===== config.mk =====
export PLATFORM = sky130hd
export DESIGN_NAME = addsub4_ref
export DESIGN_NICKNAME = d
export VERILOG_FILES = /design/src/rtl/addsub4_pkg.sv /design/src/rtl/addsub4_ref.sv
export SDC_FILE = /design/constraint.sdc
export NUM_CORES = 1
export LEC_CHECK = 0
export ABC_AREA = 1
export BUFFER_PORTS_ARGS = -buffer_cell sky130_fd_sc_hd__buf_2
export CORE_AREA = 3 3 40 42
export DETAILED_ROUTE_END_ITERATION = 7
export DIE_AREA = 0 0 43 45
export SETUP_SLACK_MARGIN = 0.05
export SLEW_MARGIN = 20
export SYNTH_ARGS = -nofsm -noshare
export SYNTH_HDL_FRONTEND = slang
export SYNTH_SLANG_ARGS = --single-unit

===== constraint.sdc =====
create_clock -name vclk -period 2.6
set_input_delay 0.65 -clock vclk [all_inputs]
set_output_delay 0.65 -clock vclk [all_outputs]
set_load 0.01 [all_outputs]

===== src/rtl/addsub4_pkg.sv =====
// ----------------------------------------------------------------------------
// addsub4_pkg
//
// Shared definitions for the 4-bit add/subtract exhaustive checker.
//   state_t     : FSM state encoding (IDLE, DRIVE, SETTLE, CHECK, DONE)
//   NUM_VECTORS : number of {op,a,b} vectors in one sweep (512)
//   IDX_W       : width of the vector index / fail_vec (9)
//   ERR_W       : width of the saturating mismatch counter (8)
//   sat_inc()   : saturating increment for the mismatch counter
// ----------------------------------------------------------------------------
package addsub4_pkg;

    typedef enum logic [2:0] {
        ST_IDLE   = 3'd0,
        ST_DRIVE  = 3'd1,
        ST_SETTLE = 3'd2,
        ST_CHECK  = 3'd3,
        ST_DONE   = 3'd4
    } state_t;

    localparam int NUM_VECTORS = 512;
    localparam int IDX_W       = 9;
    localparam int ERR_W       = 8;

    // Index of the final vector; the sweep stops here instead of wrapping.
    localparam logic [IDX_W-1:0] LAST_IDX = IDX_W'(NUM_VECTORS - 1);
    localparam logic [ERR_W-1:0] ERR_MAX  = '1;

    // Counter sticks at ERR_MAX once reached.
    function automatic logic [ERR_W-1:0] sat_inc(input logic [ERR_W-1:0] v);
        return (v == ERR_MAX) ? v : v + 1'b1;
    endfunction

endpackage


===== src/rtl/addsub4_ref.sv =====
// ----------------------------------------------------------------------------
// addsub4_ref
//
// Purely combinational reference for a 4-bit two's-complement adder/subtractor.
//
// Ports:
//   op       in   0 = a+b, 1 = a-b
//   a, b     in   4-bit two's-complement operands
//   exp_sum  out  5-bit signed result of sign-extended a +/- sign-extended b
//   exp_cout out  carry out of the 4-bit unsigned datapath
//                 (op=0: {0,a}+{0,b}; op=1: {0,a}+{0,~b}+1)
// ----------------------------------------------------------------------------
module addsub4_ref
    import addsub4_pkg::*;
(
    input  logic       op,
    input  logic [3:0] a,
    input  logic [3:0] b,
    output logic [4:0] exp_sum,
    output logic       exp_cout
);

    logic [4:0] a_ext;
    logic [4:0] b_ext;
    logic [4:0] uns_b;
    logic [4:0] uns_sum;

    always_comb begin
        // 5 bits are enough to hold every 4-bit sum/difference without overflow.
        a_ext   = {a[3], a};
        b_ext   = {b[3], b};
        exp_sum = op ? (a_ext - b_ext) : (a_ext + b_ext);

        // Carry is defined on the unsigned datapath a real adder/subtractor
        // uses: subtraction is a + ~b with carry-in 1.
        uns_b    = op ? {1'b0, ~b} : {1'b0, b};
        uns_sum  = {1'b0, a} + uns_b + {4'd0, op};
        exp_cout = uns_sum[4];
    end

endmodule


==> flow_metrics.env, run 1 <==
export IMPL_synth_nets=80
export IMPL_avgRoutedWirePerCell_um=8.87
export IMPL_multi_input_area_um2=398
export IMPL_seq_area_um2=0
export IMPL_start_kind="primary input"
export IMPL_setup_worst_path_end_class="output port"
export IMPL_drive_gt1_share_pct=52.3
export IMPL_hold_viol=0
export IMPL_grt_pass1_wl_mm=1.41
export IMPL_dp_hpwl_um=735
export IMPL_max_cap_violations=0
export IMPL_vias_per_cell=4.30
export IMPL_worst_pin_slew_ns=0.172
export IMPL_outcome="finished, final reports clean"
export IMPL_finalSetupViolCount=0
export IMPL_postSynthAreaPerCell_um2=5.65
export IMPL_cpMostUsedCell="nand3_2"
export IMPL_syn_area_um2=350
export IMPL_routed_wl_um=914
export IMPL_rows=13
export IMPL_yosys_warnings=0
export IMPL_path_max_fanout=3
export IMPL_mostFrequentLayoutCells="14 x nand2_1, 12 x buf_4, 11 x buf_2, 9 x inv_1, 5 x ha_1"
export IMPL_vias=443
export IMPL_power_total_uw=158
export IMPL_placed_cells=103
export IMPL_seq_cell_count=0
export IMPL_post_route_period_util_pct=98.3
export IMPL_setup_tns_ns=0
export IMPL_grt_usage_pct=9.05
export IMPL_nFillCells=132
export IMPL_antenna_left=0
export IMPL_postSynthCellCount=62
export IMPL_cp_data_arrival_time_ns=1.91
export IMPL_required_ns=1.95
export IMPL_drc_errors=0
export IMPL_timing_final_crit_period_ns=2.56
export IMPL_stdcell_area_um2=663
export IMPL_rsz0062_at_grt="yes"
export IMPL_dieArea_um2=1940
export IMPL_first_iter_violations=3
export IMPL_maxSlewViolCount=0
export IMPL_grt_pass1_vias=363
export IMPL_slew_headroom_pct=88.5
export IMPL_nNetsFinal=108
export IMPL_io_pins=15
export IMPL_grt_ovfl_total=0
export IMPL_dieHeight_um=45
export IMPL_slowest_stage="fa_2"
export IMPL_critPathMaxStageDelay_ns=0.36
export IMPL_vdd_drop_max_mv=0.117
export IMPL_grt_antenna_before_repair=0
export IMPL_worstSetupPathType="primary input to output port"
export IMPL_grt_start_max_net_pins=7
export IMPL_gp_congestion=0.691
export IMPL_port_buffers=15
export IMPL_yosysSeqAreaShare_pct=0
export IMPL_cp_cell_sequence="buf_8 -> inv_4 -> ha_4 -> a21oi_4 -> fa_2 -> nand3_2 -> nand3_2 -> inv_2 -> nand3_2 -> nand2_1 -> buf_2"
export IMPL_power_density_nw_per_um2=238
export IMPL_first_pass_iters=4
export IMPL_cts_setup_buffers=0
export IMPL_die_w_um=43
export IMPL_leakage_uw=0.000364
export IMPL_final_common_cell="nand2_1"
export IMPL_hp_class="primary input to output port"
export IMPL_placeableCoreArea_um2=1280
export IMPL_syn2layout_area_growth_pct=89.3
export IMPL_placed_area_um2=527
export IMPL_num_antenna_cells=0
export IMPL_max_clock_freq_mhz=391
export IMPL_final_instance_count_excl_fill=103
export IMPL_nClkBuffers=0
export IMPL_synth_cell_types=12
export IMPL_start_util_pct=27.3
==> logic make-up (layout without fill, tap and decap cells) <==
| group | count (synthesis) | count (layout) | synth area share [%] |
|---|---|---|---|
| AND/OR/NAND/NOR | 30 | 30 | 35.0 |
| buffers and inverters | 14 | 40 | 15.0 |
| adder cells (fa/ha/maj) | 9 | 9 | 34.3 |
| AO/OA/AOI/OAI | 7 | 7 | 10.7 |
| XOR/XNOR | 2 | 2 | 5.00 |
==> worst max-delay path: cells and delay by family <==
| kind | cells | cell delay, ns |
|---|---|---|
| AO/OA/AOI/OAI | 1 | 0.06 |
| buffers and inverters | 4 | 0.30 |
| AND/OR/NAND/NOR | 4 | 0.28 |
| adder cells (fa/ha/maj) | 2 | 0.63 |
==> cell usage after synthesis <==
library cell | instances | share of area (%)
o21ai_1 | 1 | 1.4
nor2_1 | 6 | 6.4
inv_1 | 14 | 15
nand2_1 | 16 | 17
xor2_1 | 2 | 5.0
a21oi_1 | 3 | 4.3
ha_1 | 8 | 29
fa_1 | 1 | 5.7
nand3_1 | 7 | 10
o21ai_0 | 2 | 2.9
nor3_1 | 1 | 1.4
o21bai_1 | 1 | 2.1
==> repair_timing <==
item	CTS	global route
hold buffers	0	0
endpoints found under the setup margin	4	3
pin swaps	9	6
gates resized for setup	28	9
==> power breakdown <==
group | switching, µW | internal, µW | leakage [µW] | total [µW]
sequential | 0 | 0 | 0 | 0
clock | 0 | 0 | 0 | 0
combinational | 77.8 | 80.2 | 0.000364 | 158
==> through the flow <==
stage / hold WS [ns] / util (%) / worst slack, ns
2_1_floorplan: 1.45 / - / 0.134
3_5_place_dp: 1.71 / 41.0 / -0.143
3_3_place_gp: 1.71 / 41.0 / -0.120
4_1_cts: 1.73 / 48.6 / 0.0481
5_1_grt: 1.77 / 51.6 / -0.0361
6_report: 1.73 / 51.6 / 0.0446
==> worst paths after layout <==
check,startpoint,to,slack [ns],depth (start not counted)
setup / recovery,b[0],exp_sum[4],0.04,11
hold / removal,a[0],exp_sum[0],1.73,5
==> metal layers <==
metal / up-vias / wire (µm) / track usage, %
li1: 251 / - / -
met1: 184 / 399 / 11.9
met2: 8 / 480 / 17.4
met3: 0 / 34 / 0.398
met4: 0 / 0 / 0
met5: - / 0 / 0
==> final cells by class <==
type	count	area share (%)
inverter	14	9.06
multi-input combinational	48	60.0
timing repair buffer	26	28.1
tap	15	2.83
Power figures use the tool's default switching activity.
==> run 2, diff against run 1 <==
--- a/config.mk
+++ b/config.mk
@@ -7,9 +7,9 @@
 export LEC_CHECK = 0
 export ABC_AREA = 1
 export BUFFER_PORTS_ARGS = -buffer_cell sky130_fd_sc_hd__buf_2
-export CORE_AREA = 3 3 40 42
+export CORE_MARGIN = 3
+export CORE_UTILIZATION = 25
 export DETAILED_ROUTE_END_ITERATION = 7
-export DIE_AREA = 0 0 43 45
 export SETUP_SLACK_MARGIN = 0.05
 export SLEW_MARGIN = 20
 export SYNTH_ARGS = -nofsm -noshare
==> run 2 against run 1 <==
Net effect: worst hold slack better by 0.0057 ns; combinational power up 11%; cell area increased by 11%; critical path type unchanged; largest cell class unchanged.
==> flow_metrics.env, run 2 (synthesis results as in run 1) <==
export IMPL_vias=481
export IMPL_nClkBuffers=0
export IMPL_drive_gt1_share_pct=59.1
export IMPL_avgRoutedWirePerCell_um=9.51
export IMPL_vdd_drop_max_mv=0.107
export IMPL_max_clock_freq_mhz=392
export IMPL_placed_area_um2=526
export IMPL_drc_errors=0
export IMPL_post_route_period_util_pct=98.0
export IMPL_required_ns=1.95
export IMPL_dp_hpwl_um=716
export IMPL_grt_start_max_net_pins=7
export IMPL_final_common_cell="buf_4"
export IMPL_min_to="exp_sum[0]"
export IMPL_mostFrequentLayoutCells="14 x buf_4, 11 x nand2_1, 11 x buf_2, 8 x inv_1, 5 x nor2_1"
export IMPL_syn2layout_area_growth_pct=109
export IMPL_routed_wl_mm=1.02
export IMPL_num_antenna_cells=0
export IMPL_start_kind="primary input"
export IMPL_timing_final_crit_period_ns=2.55
export IMPL_slew_headroom_pct=90.2
export IMPL_leakage_uw=0.000399
export IMPL_rows=12
export IMPL_grt_ovfl_total=0
export IMPL_grt_pass1_wl_mm=1.44
export IMPL_maxSlewViolCount=0
export IMPL_worstSetupPathType="primary input to output port"
export IMPL_grt_pass1_vias=361
export IMPL_dieArea_um2=1890
export IMPL_grt_antenna_before_repair=0
export IMPL_finalSetupViolCount=0
export IMPL_power_density_nw_per_um2=238
export IMPL_grt_usage_pct=9.21
export IMPL_hp_class="primary input to output port"
export IMPL_seq_cell_count=0
export IMPL_antenna_left=0
export IMPL_first_pass_iters=4
export IMPL_dieHeight_um=43.4
export IMPL_holdPathStages=5
export IMPL_vias_per_cell=4.50
export IMPL_min_from="a[0]"
export IMPL_stdcell_area_um2=733
export IMPL_path_max_fanout=4
export IMPL_seq_area_um2=0
export IMPL_port_buffers=15
export IMPL_die_w_um=43.4
export IMPL_hold_viol=0
export IMPL_start_util_pct=29.2
export IMPL_fin_util_pct=61.0
export IMPL_postCtsHoldBufs=0
export IMPL_gp_congestion=0.683
export IMPL_worst_pin_slew_ns=0.146
export IMPL_max_cap_violations=0
export IMPL_nNetsFinal=113
export IMPL_rsz0062_at_grt="yes"
export IMPL_power_total_uw=175
export IMPL_outcome="finished, final reports clean"
export IMPL_setup_worst_path_end_class="output port"
export IMPL_placeableCoreArea_um2=1200
export IMPL_io_pins=15
export IMPL_cp_data_arrival_time_ns=1.90
export IMPL_first_iter_violations=6
==> run 2: cell types whose count changed in the layout (fill, tap and decap cells not counted), sizes merged <==
cell / previous run / this run
buf: 26 / 31
==> run 2: layer usage <==
layer,up-vias,global-route usage (%),share of wire [%]
met5,-,0,0
met4,0,0,0
met3,0,0.415,4.3
met2,10,18.0,55
met1,209,11.6,41
li1,262,-,-
==> run 2: area by class of cell <==
class              instances  area [µm²]
fillers                  115         468
repair buffers            31         235
well taps                 14        17.5
multi-input cells         48         420
inverters                 14        60.1
==> run 2: worst max path at each step <==
stage,start,end,slack (ns),cells after the start
final,b[1],exp_sum[4],0.05,11
after global routing,b[1],exp_sum[4],-0.04,11
after CTS,b[2],exp_sum[3],0.04,11
after detailed placement,b[0],exp_sum[4],-0.13,11
after global placement,b[0],exp_sum[4],-0.12,11
after floorplan,b[0],exp_sum[4],0.13,9
==> run 2: stage by stage <==
step / hold slack [ns] / instances / worst slack, ns / TNS [ns]
after CTS: 1.73 / 105 / 0.0370 / 0
after global placement: 1.71 / 102 / -0.122 / -0.287
after global routing: 1.76 / 107 / -0.0380 / -0.0866
after detailed placement: 1.71 / 102 / -0.130 / -0.308
after floorplan: 1.45 / 62 / 0.134 / 0
final: 1.73 / 107 / 0.0513 / 0
==> run 2: critical path, stage by stage <==
cell and delay [ns]:
buf_8 0.09, inv_4 0.04, ha_4 0.26, a21oi_4 0.05, fa_2 0.37, nand3_2 0.09
nand3_2 0.07, inv_2 0.06, nand3_2 0.04, nand2_1 0.06, buf_2 0.12
==> run 2: report_power, final <==
part / internal (µW) / switching, µW
Clock: 0 / 0
Combinational: 91.7 / 83.1
Sequential: 0 / 0
==> run 2: what timing repair did <==
item,CTS,global route
pin swaps,8,15
cloned,0,0
resized for setup,23,21
setup buffers,3,2
setup endpoints to repair,4,4
